==> src/rtl/rv32i_arb_pkg.sv <==
// rv32i_arb_pkg: shared types and defaults for the IFU/LSU memory arbiter
package rv32i_arb_pkg;
  typedef enum logic [1:0] {IDLE, ISSUE, WAIT, RESP} arb_state_e;
  typedef enum logic {OWN_IF, OWN_LS} arb_owner_e;
  typedef struct packed {
    logic [31:0] addr;
    logic        we;
    logic [3:0]  be;
    logic [31:0] wdata;
  } arb_req_t;
  localparam int STARVE_LIMIT_DEF = 4;
  localparam int TIMEOUT_DEF = 64;
endpackage

==> src/rtl/rv32i_arb_pick.sv <==
// rv32i_arb_pick: LSU-priority select with IFU starvation counter
module rv32i_arb_pick
  import rv32i_arb_pkg::*;
#(
  parameter int STARVE_LIMIT = STARVE_LIMIT_DEF
) (
  input  logic                                clk,
  input  logic                                rst,
  input  logic                                if_valid_i,
  input  logic                                ls_valid_i,
  input  logic                                grant_i,
  output arb_owner_e                          winner_o,
  output logic [$clog2(STARVE_LIMIT+1)-1:0]  starve_cnt_o
);
  localparam int SW = $clog2(STARVE_LIMIT + 1);
  logic [SW-1:0] starve_cnt_q;
  logic          starved;
  assign starved = if_valid_i && starve_cnt_q == SW'(STARVE_LIMIT);
  assign winner_o = (ls_valid_i && !starved) ? OWN_LS : OWN_IF;
  assign starve_cnt_o = starve_cnt_q;
  always_ff @(posedge clk) begin
    if (rst) starve_cnt_q <= '0;
    else if (grant_i)
      starve_cnt_q <= (winner_o == OWN_IF) ? '0 :
                      (if_valid_i && !starved) ? starve_cnt_q + 1'b1 : starve_cnt_q;
  end
endmodule

==> src/rtl/rv32i_mem_arbiter.sv <==
// rv32i_mem_arbiter: single-outstanding arbiter sharing one memory port between IFU and LSU
module rv32i_mem_arbiter
  import rv32i_arb_pkg::*;
#(
  parameter int STARVE_LIMIT = STARVE_LIMIT_DEF,
  parameter int TIMEOUT = TIMEOUT_DEF
) (
  input  logic        clk,
  input  logic        rst,
  input  logic        if_req_valid,
  output logic        if_req_ready,
  input  logic [31:0] if_req_addr,
  output logic        if_rsp_valid,
  output logic [31:0] if_rsp_rdata,
  output logic        if_rsp_err,
  input  logic        ls_req_valid,
  output logic        ls_req_ready,
  input  logic [31:0] ls_req_addr,
  input  logic        ls_req_we,
  input  logic [3:0]  ls_req_be,
  input  logic [31:0] ls_req_wdata,
  output logic        ls_rsp_valid,
  output logic [31:0] ls_rsp_rdata,
  output logic        ls_rsp_err,
  output logic        mem_req,
  input  logic        mem_ready,
  output logic [31:0] mem_addr,
  output logic        mem_we,
  output logic [3:0]  mem_be,
  output logic [31:0] mem_wdata,
  input  logic        mem_rvalid,
  input  logic [31:0] mem_rdata,
  output logic        busy
);
  localparam int TW = $clog2(TIMEOUT + 1);
  localparam int SW = $clog2(STARVE_LIMIT + 1);
  arb_state_e    state_q;
  arb_owner_e    owner_q, winner;
  arb_req_t      req_q;
  logic [TW-1:0] wait_cnt_q;
  logic [SW-1:0] starve_cnt;
  logic          grant, done, to_if, to_ls;
  logic [31:0]   rsp_rdata;
  rv32i_arb_pick #(.STARVE_LIMIT(STARVE_LIMIT)) u_pick (
    .clk         (clk),
    .rst         (rst),
    .if_valid_i  (if_req_valid),
    .ls_valid_i  (ls_req_valid),
    .grant_i     (grant),
    .winner_o    (winner),
    .starve_cnt_o(starve_cnt)
  );
  assign if_req_ready = state_q == IDLE && !rst && if_req_valid && winner == OWN_IF;
  assign ls_req_ready = state_q == IDLE && !rst && ls_req_valid && winner == OWN_LS;
  assign grant = if_req_ready | ls_req_ready;
  // data arriving on the timeout cycle takes precedence over the error
  assign done = state_q == WAIT && (mem_rvalid || wait_cnt_q == TW'(TIMEOUT - 1));
  assign rsp_rdata = (mem_rvalid && !req_q.we) ? mem_rdata : '0;
  assign to_if = done && owner_q == OWN_IF;
  assign to_ls = done && owner_q == OWN_LS;
  assign mem_req = state_q == ISSUE;
  assign mem_addr = req_q.addr;
  assign mem_we = req_q.we;
  assign mem_be = req_q.be;
  assign mem_wdata = req_q.wdata;
  assign busy = state_q != IDLE;
  always_ff @(posedge clk) begin
    if (rst) begin
      state_q <= IDLE;
      owner_q <= OWN_IF;
      req_q <= '0;
      wait_cnt_q <= '0;
      if_rsp_valid <= 1'b0;
      if_rsp_rdata <= '0;
      if_rsp_err <= 1'b0;
      ls_rsp_valid <= 1'b0;
      ls_rsp_rdata <= '0;
      ls_rsp_err <= 1'b0;
    end else begin
      if_rsp_valid <= to_if;
      if_rsp_rdata <= to_if ? rsp_rdata : '0;
      if_rsp_err <= to_if && !mem_rvalid;
      ls_rsp_valid <= to_ls;
      ls_rsp_rdata <= to_ls ? rsp_rdata : '0;
      ls_rsp_err <= to_ls && !mem_rvalid;
      case (state_q)
        IDLE: if (grant) begin
          state_q <= ISSUE;
          owner_q <= ls_req_ready ? OWN_LS : OWN_IF;
          req_q <= ls_req_ready ? arb_req_t'{ls_req_addr, ls_req_we, ls_req_be, ls_req_wdata}
                                : arb_req_t'{if_req_addr, 1'b0, 4'hF, 32'h0};
        end
        ISSUE: if (mem_ready) begin
          state_q <= WAIT;
          wait_cnt_q <= '0;
        end
        WAIT: begin
          state_q <= done ? RESP : WAIT;
          wait_cnt_q <= wait_cnt_q + 1'b1;
        end
        default: state_q <= IDLE;
      endcase
    end
  end
endmodule

==> config.mk <==
export PLATFORM = sky130hd
export DESIGN_NAME = rv32i_mem_arbiter
export DESIGN_NICKNAME = d
export VERILOG_FILES = /design/src/rtl/rv32i_arb_pkg.sv /design/src/rtl/rv32i_arb_pick.sv /design/src/rtl/rv32i_mem_arbiter.sv
export SDC_FILE = /design/constraint.sdc
export NUM_CORES = 1
export LEC_CHECK = 0
export ABC_AREA = 0
export BUFFER_PORTS_ARGS = -buffer_cell sky130_fd_sc_hd__buf_4
export CAP_MARGIN = 0
export CORE_UTILIZATION = 45
export DETAILED_ROUTE_END_ITERATION = 16
export PLACE_DENSITY_LB_ADDON = 0.1
export SLEW_MARGIN = 20
export SYNTH_ARGS = -nofsm -noshare
export SYNTH_HDL_FRONTEND = slang
export SYNTH_SLANG_ARGS = --single-unit
==> constraint.sdc <==
create_clock -name clk -period 2.3 [get_ports clk]
set_clock_uncertainty 0.05 [all_clocks]
set_input_delay 0.46 -clock clk [delete_from_list [all_inputs] [get_ports clk]]
set_output_delay 0.46 -clock clk [all_outputs]
set_load 0.05 [all_outputs]
# Word-level counts from Yosys, hierarchy flattened
# Cells that the tools add are included.
[op_classes] addsub=2 eq_ne=7 n_mux=12 bitwise=5 n_reduce_logical=28
[op_table] operator="69-bit 2-to-1 mux" count=1
[op_table] operator="32-bit 2-to-1 mux" count=1
[op_table] operator="1-bit logical AND" count=14
[op_table] operator="7-bit case mux with 2 select lines" count=1
[op_table] operator="2-bit AND reduction" count=4
[op_table] operator="7-bit by 1-bit adder with 7-bit output, second input constant" count=1
[op_table] operator="7-bit by 6-bit == test with 1-bit output, second input constant" count=1
[op_table] operator="7-bit 2-to-1 mux" count=1
[op_table] operator="3-bit 2-to-1 mux" count=2
[op_table] operator="2-bit case mux with 3 select lines" count=1
[op_table] operator="1-bit zero test" count=4
[op_table] operator="2-bit 2-to-1 mux" count=2
[op_table] operator="2-bit inequality test, second input constant" count=2
[op_table] operator="1-bit NOT" count=4
[op_table] operator="2-bit nonzero test" count=2
[op_table] operator="2-bit OR reduction" count=2
[op_table] operator="3-bit by 1-bit adder with 3-bit output, second input constant" count=1
[op_table] operator="3-bit == test, second input constant" count=1
[op_table] operator="1-bit 2-to-1 mux" count=3
[op_table] operator="2-bit by 1-bit == test with 1-bit output, second input constant" count=1
[op_table] operator="2-bit == test, second input constant" count=1
[op_table] operator="2-bit zero test" count=1
[op_table] operator="2-bit by 1-bit inequality test with 1-bit output, second input constant" count=1
[op_table] operator="1-bit logical OR" count=1
[op_table] operator="1-bit OR" count=1
[word_totals] ff_bits=150 input_bits=139 output_inout_bits=141 elab_cells=68

# Depth between registers and ports, before layout
[logic_depth] depth_word=10 depth_mapped=8 depth_no_buf=5

# Cells and area by module
# A second synthesis with hierarchy kept.
[hier_totals] cells_unflattened=583 area_unflattened_um2=5482.8
[by_module_without_submodules] module="rv32i_mem_arbiter" n_inst=1 cells_per_inst=558 area_per_inst_um2=5295.1 seq_area_each_um2=2942.8
[by_module_without_submodules] module="rv32i_arb_pick" n_inst=1 cells_per_inst=25 area_per_inst_um2=187.7 seq_area_each_um2=60.1

# Worst setup path before layout
# OpenSTA, ideal clock, no wires.
[synth_timing] path_kind="register to output" startpoint="register state_q[0]" endpoint="output if_req_ready" arrival_ns=1.692 required_time_ns=1.790 path_slack_ns=0.098 stages_incl_launch_ff=7 path_buffers=2 path_cell_list="dfxtp_1 inv_1 ha_1 and3b_1 buf_2 buf_1 and2_1"
[synth_between] elab_chain_len=4
[synth_rtl] element="start: declaration" line="rv32i_mem_arbiter.sv:37" source="arb_state_e state_q;"
[synth_rtl] element="start signal: assignment" line="rv32i_mem_arbiter.sv:98" source="state_q <= done ? RESP : WAIT;"
[synth_rtl] element="2-bit zero test" line="rv32i_mem_arbiter.sv:53" source="assign if_req_ready = state_q == IDLE && !rst && if_req_valid && winner == OWN_IF;"
[synth_rtl] element="1-bit logical AND (3 in series)" line="rv32i_mem_arbiter.sv:53"
[synth_rtl] element="end: declaration" line="rv32i_mem_arbiter.sv:11" source="output logic if_req_ready,"
# No other way between the ends.

# Worst setup path in the final report
[layout_timing] startpoint="register state_q[0]" endpoint="output ls_req_ready"
[layout_between] elab_chain_len=4
[layout_rtl] element="2-bit zero test" line="rv32i_mem_arbiter.sv:54" source="assign ls_req_ready = state_q == IDLE && !rst && ls_req_valid && winner == OWN_LS;"
[layout_rtl] element="1-bit logical AND (3 in series)" line="rv32i_mem_arbiter.sv:54"
[layout_rtl] element="end: declaration" line="rv32i_mem_arbiter.sv:17" source="output logic ls_req_ready,"
# No other way between the ends.

==> impl_metrics.ini <==
[outcome]
status = finished clean

[timing]
worst_pin_slew_ns = 0.699
slew_headroom = 0.521
fin_hold_ws_ns = 0.195
setup_viol = 0
drv_slew = 0
layout_min_cycle_time_ns = 2.16
fmax_mhz = 462
tns_ns = 0
rsz0062_at_grt = no
finalCritPeriodShare = 0.941
hold_viol = 0

[clock_network]
numCtsBuffers = 17
cts_resized = 2
cts_max_path_buffers = 2
cts_hold_buf = 0
cts_tree = done
cts_sinks = 150
cts_root_buffer = clkbuf_16
post-cts-setup-buffers = 0
clk_pin_slew_ns = 0.06
htreeDepth = 4
clock_latency_ns = 0.41

[layout]
fin_area_um2 = 8360
antenna_cells = 0
fillers = 973
drive_above_1_share = 0.391
fin_nets = 1022
area_delta_synth_final_pct = 50.8
seq_area_um2 = 3010
multi_input_area_um2 = 2250

[hold_path]
hold_class = in -> reg

[synthesis]
synth.most_common_cell = dfxtp_1
ys_warn_count = 0
synth_cell_type_count = 39
syn_inst = 630
synth_enable_flop_cells = 0
post-synth-top-area-fraction = 0.542
synth_area_leader_cell = dfxtp_1
synth_area_um2 = 5540
syn_avg_cell_area_um2 = 8.80
syn-num-nets = 776
yosysSeqAreaShare = 0.542
synth_area_leaders = dfxtp_1 (54%), nand3_1 (9.2%), o21ai_0 (6.2%)
synth_common_cells = dfxtp_1 (150), nand3_1 (102), o21ai_0 (69)
synth-seq-cells = 150
synth-main-ff-cell = dfxtp_1
synth_async_sr_flop_share = 0

[power_and_ir_drop]
p_leak_nw = 3.51
clkPwrFrac = 0.362
peakVddDrop_mv = 0.563
p_sw_frac = 0.334
power_frac_comb = 0.283
pwr_density_cell_nw_per_um2 = 984
p_int_mw = 5.48
p_switching_mw = 2.75
p_seq_frac = 0.355

[routing]
dr.pass1.iters = 5
post_drt_wl_per_cell_um = 16.6
routed_wl_um = 17100
antenna_left = 0
drc_errors = 0
via_per_inst = 5.58
drt_iter0_drc = 448
dr_total_vias = 5779

[placed_design]
port-buffer-count = 279
dpl.hpwl_um = 11700
place_congestion = 0.798
placed_area_um2 = 7710

[setup_path]
worstPathRequired_ns = 1.79
endpoint_kind = output port
timing.critical_path.buf_inv = 3
critPathTopFamily = simple AND/OR/NAND/NOR gates
slowest_stage = dfxtp_2
cp_cell_sequence = inv_1 -> ha_4 -> and3b_2 -> nand2_2 -> inv_1 -> buf_4
setup.worst_path.start_class = flip-flop
crit_top_cell = inv_1
max_stage_delay_ns = 0.35
path_max_fanout = 8
arrival_ns = 1.65
path_class = reg -> out

[floorplanning]
initial_core_util = 0.461
rows = 40
die_w_um = 113
die_h_um = 113
dieArea_um2 = 12800
ios = 280
core_area_um2 = 12000

[global_routing]
grt_pass1_wl_um = 26900
grt_max_degree = 69
grt_overflow = 0
grt_util_all_layers = 0.266
antenna_found_initial = 0
grt_pass1_vias = 5431

[run]
maxCapViolCount = 0
[sequential cells by signal (all words and copies together), names as in the netlist]
signal	flops
mem_addr	32
u_pick.starve_cnt_o	3
if_rsp_err	1
wait_cnt_q	7
if_rsp_valid	1
if_rsp_rdata	32
mem_wdata	32
ls_rsp_valid	1
ls_rsp_rdata	32
state_q	2
ls_rsp_err	1
mem_be	4
mem_we	1
owner_q	1
[power groups by stage]
stage | clock [mW] | sequential (mW) | combinational (mW)
final | 2.98 | 2.92 | 2.33
after global routing | 3.13 | 2.94 | 2.47
after floorplan | 0 | 3.54 | 0.929
after detailed placement | 0 | 2.97 | 2.28
after CTS | 3.01 | 2.91 | 2.30
after global placement | 0 | 2.96 | 2.25
[cells by family after synthesis]
| logic type | after synthesis | synth area share |
|---|---|---|
| AND/OR/NAND/NOR | 237 | 0.219 |
| flip-flops | 150 | 0.542 |
| buffers and inverters | 75 | 0.0576 |
| adder cells (fa/ha/maj) | 7 | 0.0158 |
| AO/OA/AOI/OAI | 160 | 0.164 |
| multiplexers | 1 | 0.00181 |
[layout by cell type (no fill, tap or decap), types with 3 or more instances in the layout]
cell,netlist,layout
a21oi_1,41,41
o221a_2,4,4
nor2_1,5,4
buf_4,0,288
buf_12,0,4
inv_1,8,8
nor3_2,8,8
ha_1,7,6
o211ai_1,3,3
or4_1,4,4
nand3_1,102,101
nand2_1,42,41
o31ai_1,3,3
o21ai_0,69,69
a31oi_1,33,33
clkinv_4,0,3
nor3_1,58,58
clkbuf_16,0,17
dfxtp_1,150,148
or3_1,3,3
bufinv_16,0,5
[routing by layer]
layer,global-route usage,share of wire,wire length [um]
met1,0.299,0.39,6690
met2,0.454,0.49,8460
met3,0.0878,0.079,1350
met4,0.135,0.037,632
met5,0,0,0
[final timing paths]
kind                           from                     end  slack [ns]  cells after the start
max                      state_q[0]            ls_req_ready        0.14                      6
max reg2reg              state_q[0]        if_rsp_rdata[24]        0.29                      6
min reg2reg  u_pick.starve_cnt_o[1]  u_pick.starve_cnt_o[1]        0.43                      2
min                      mem_rvalid              if_rsp_err        0.19                      2
[layout make-up]
type	instances	area share
multi-input cells	405	0.270
inverters	10	0.00449
well taps	147	0.0220
flip-flops and latches	150	0.360
repair buffers	292	0.268
clock inverters	12	0.0242
clock buffers	19	0.0518
[per-stage QoR]
| step | instances | worst slack (ns) | utilization | power, mW |
|---|---|---|---|---|
| after CTS | 1035 | 0.0381 | 0.695 | 8.23 |
| final | 1035 | 0.135 | 0.696 | 8.23 |
| after global routing | 1035 | 0.0369 | 0.696 | 8.54 |
| after floorplan | 630 | 0.0983 | - | 4.47 |
| after global placement | 1004 | 0.378 | 0.642 | 5.20 |
| after detailed placement | 1004 | 0.281 | 0.642 | 5.25 |
Note: power is estimated with default switching activity, not from simulation.
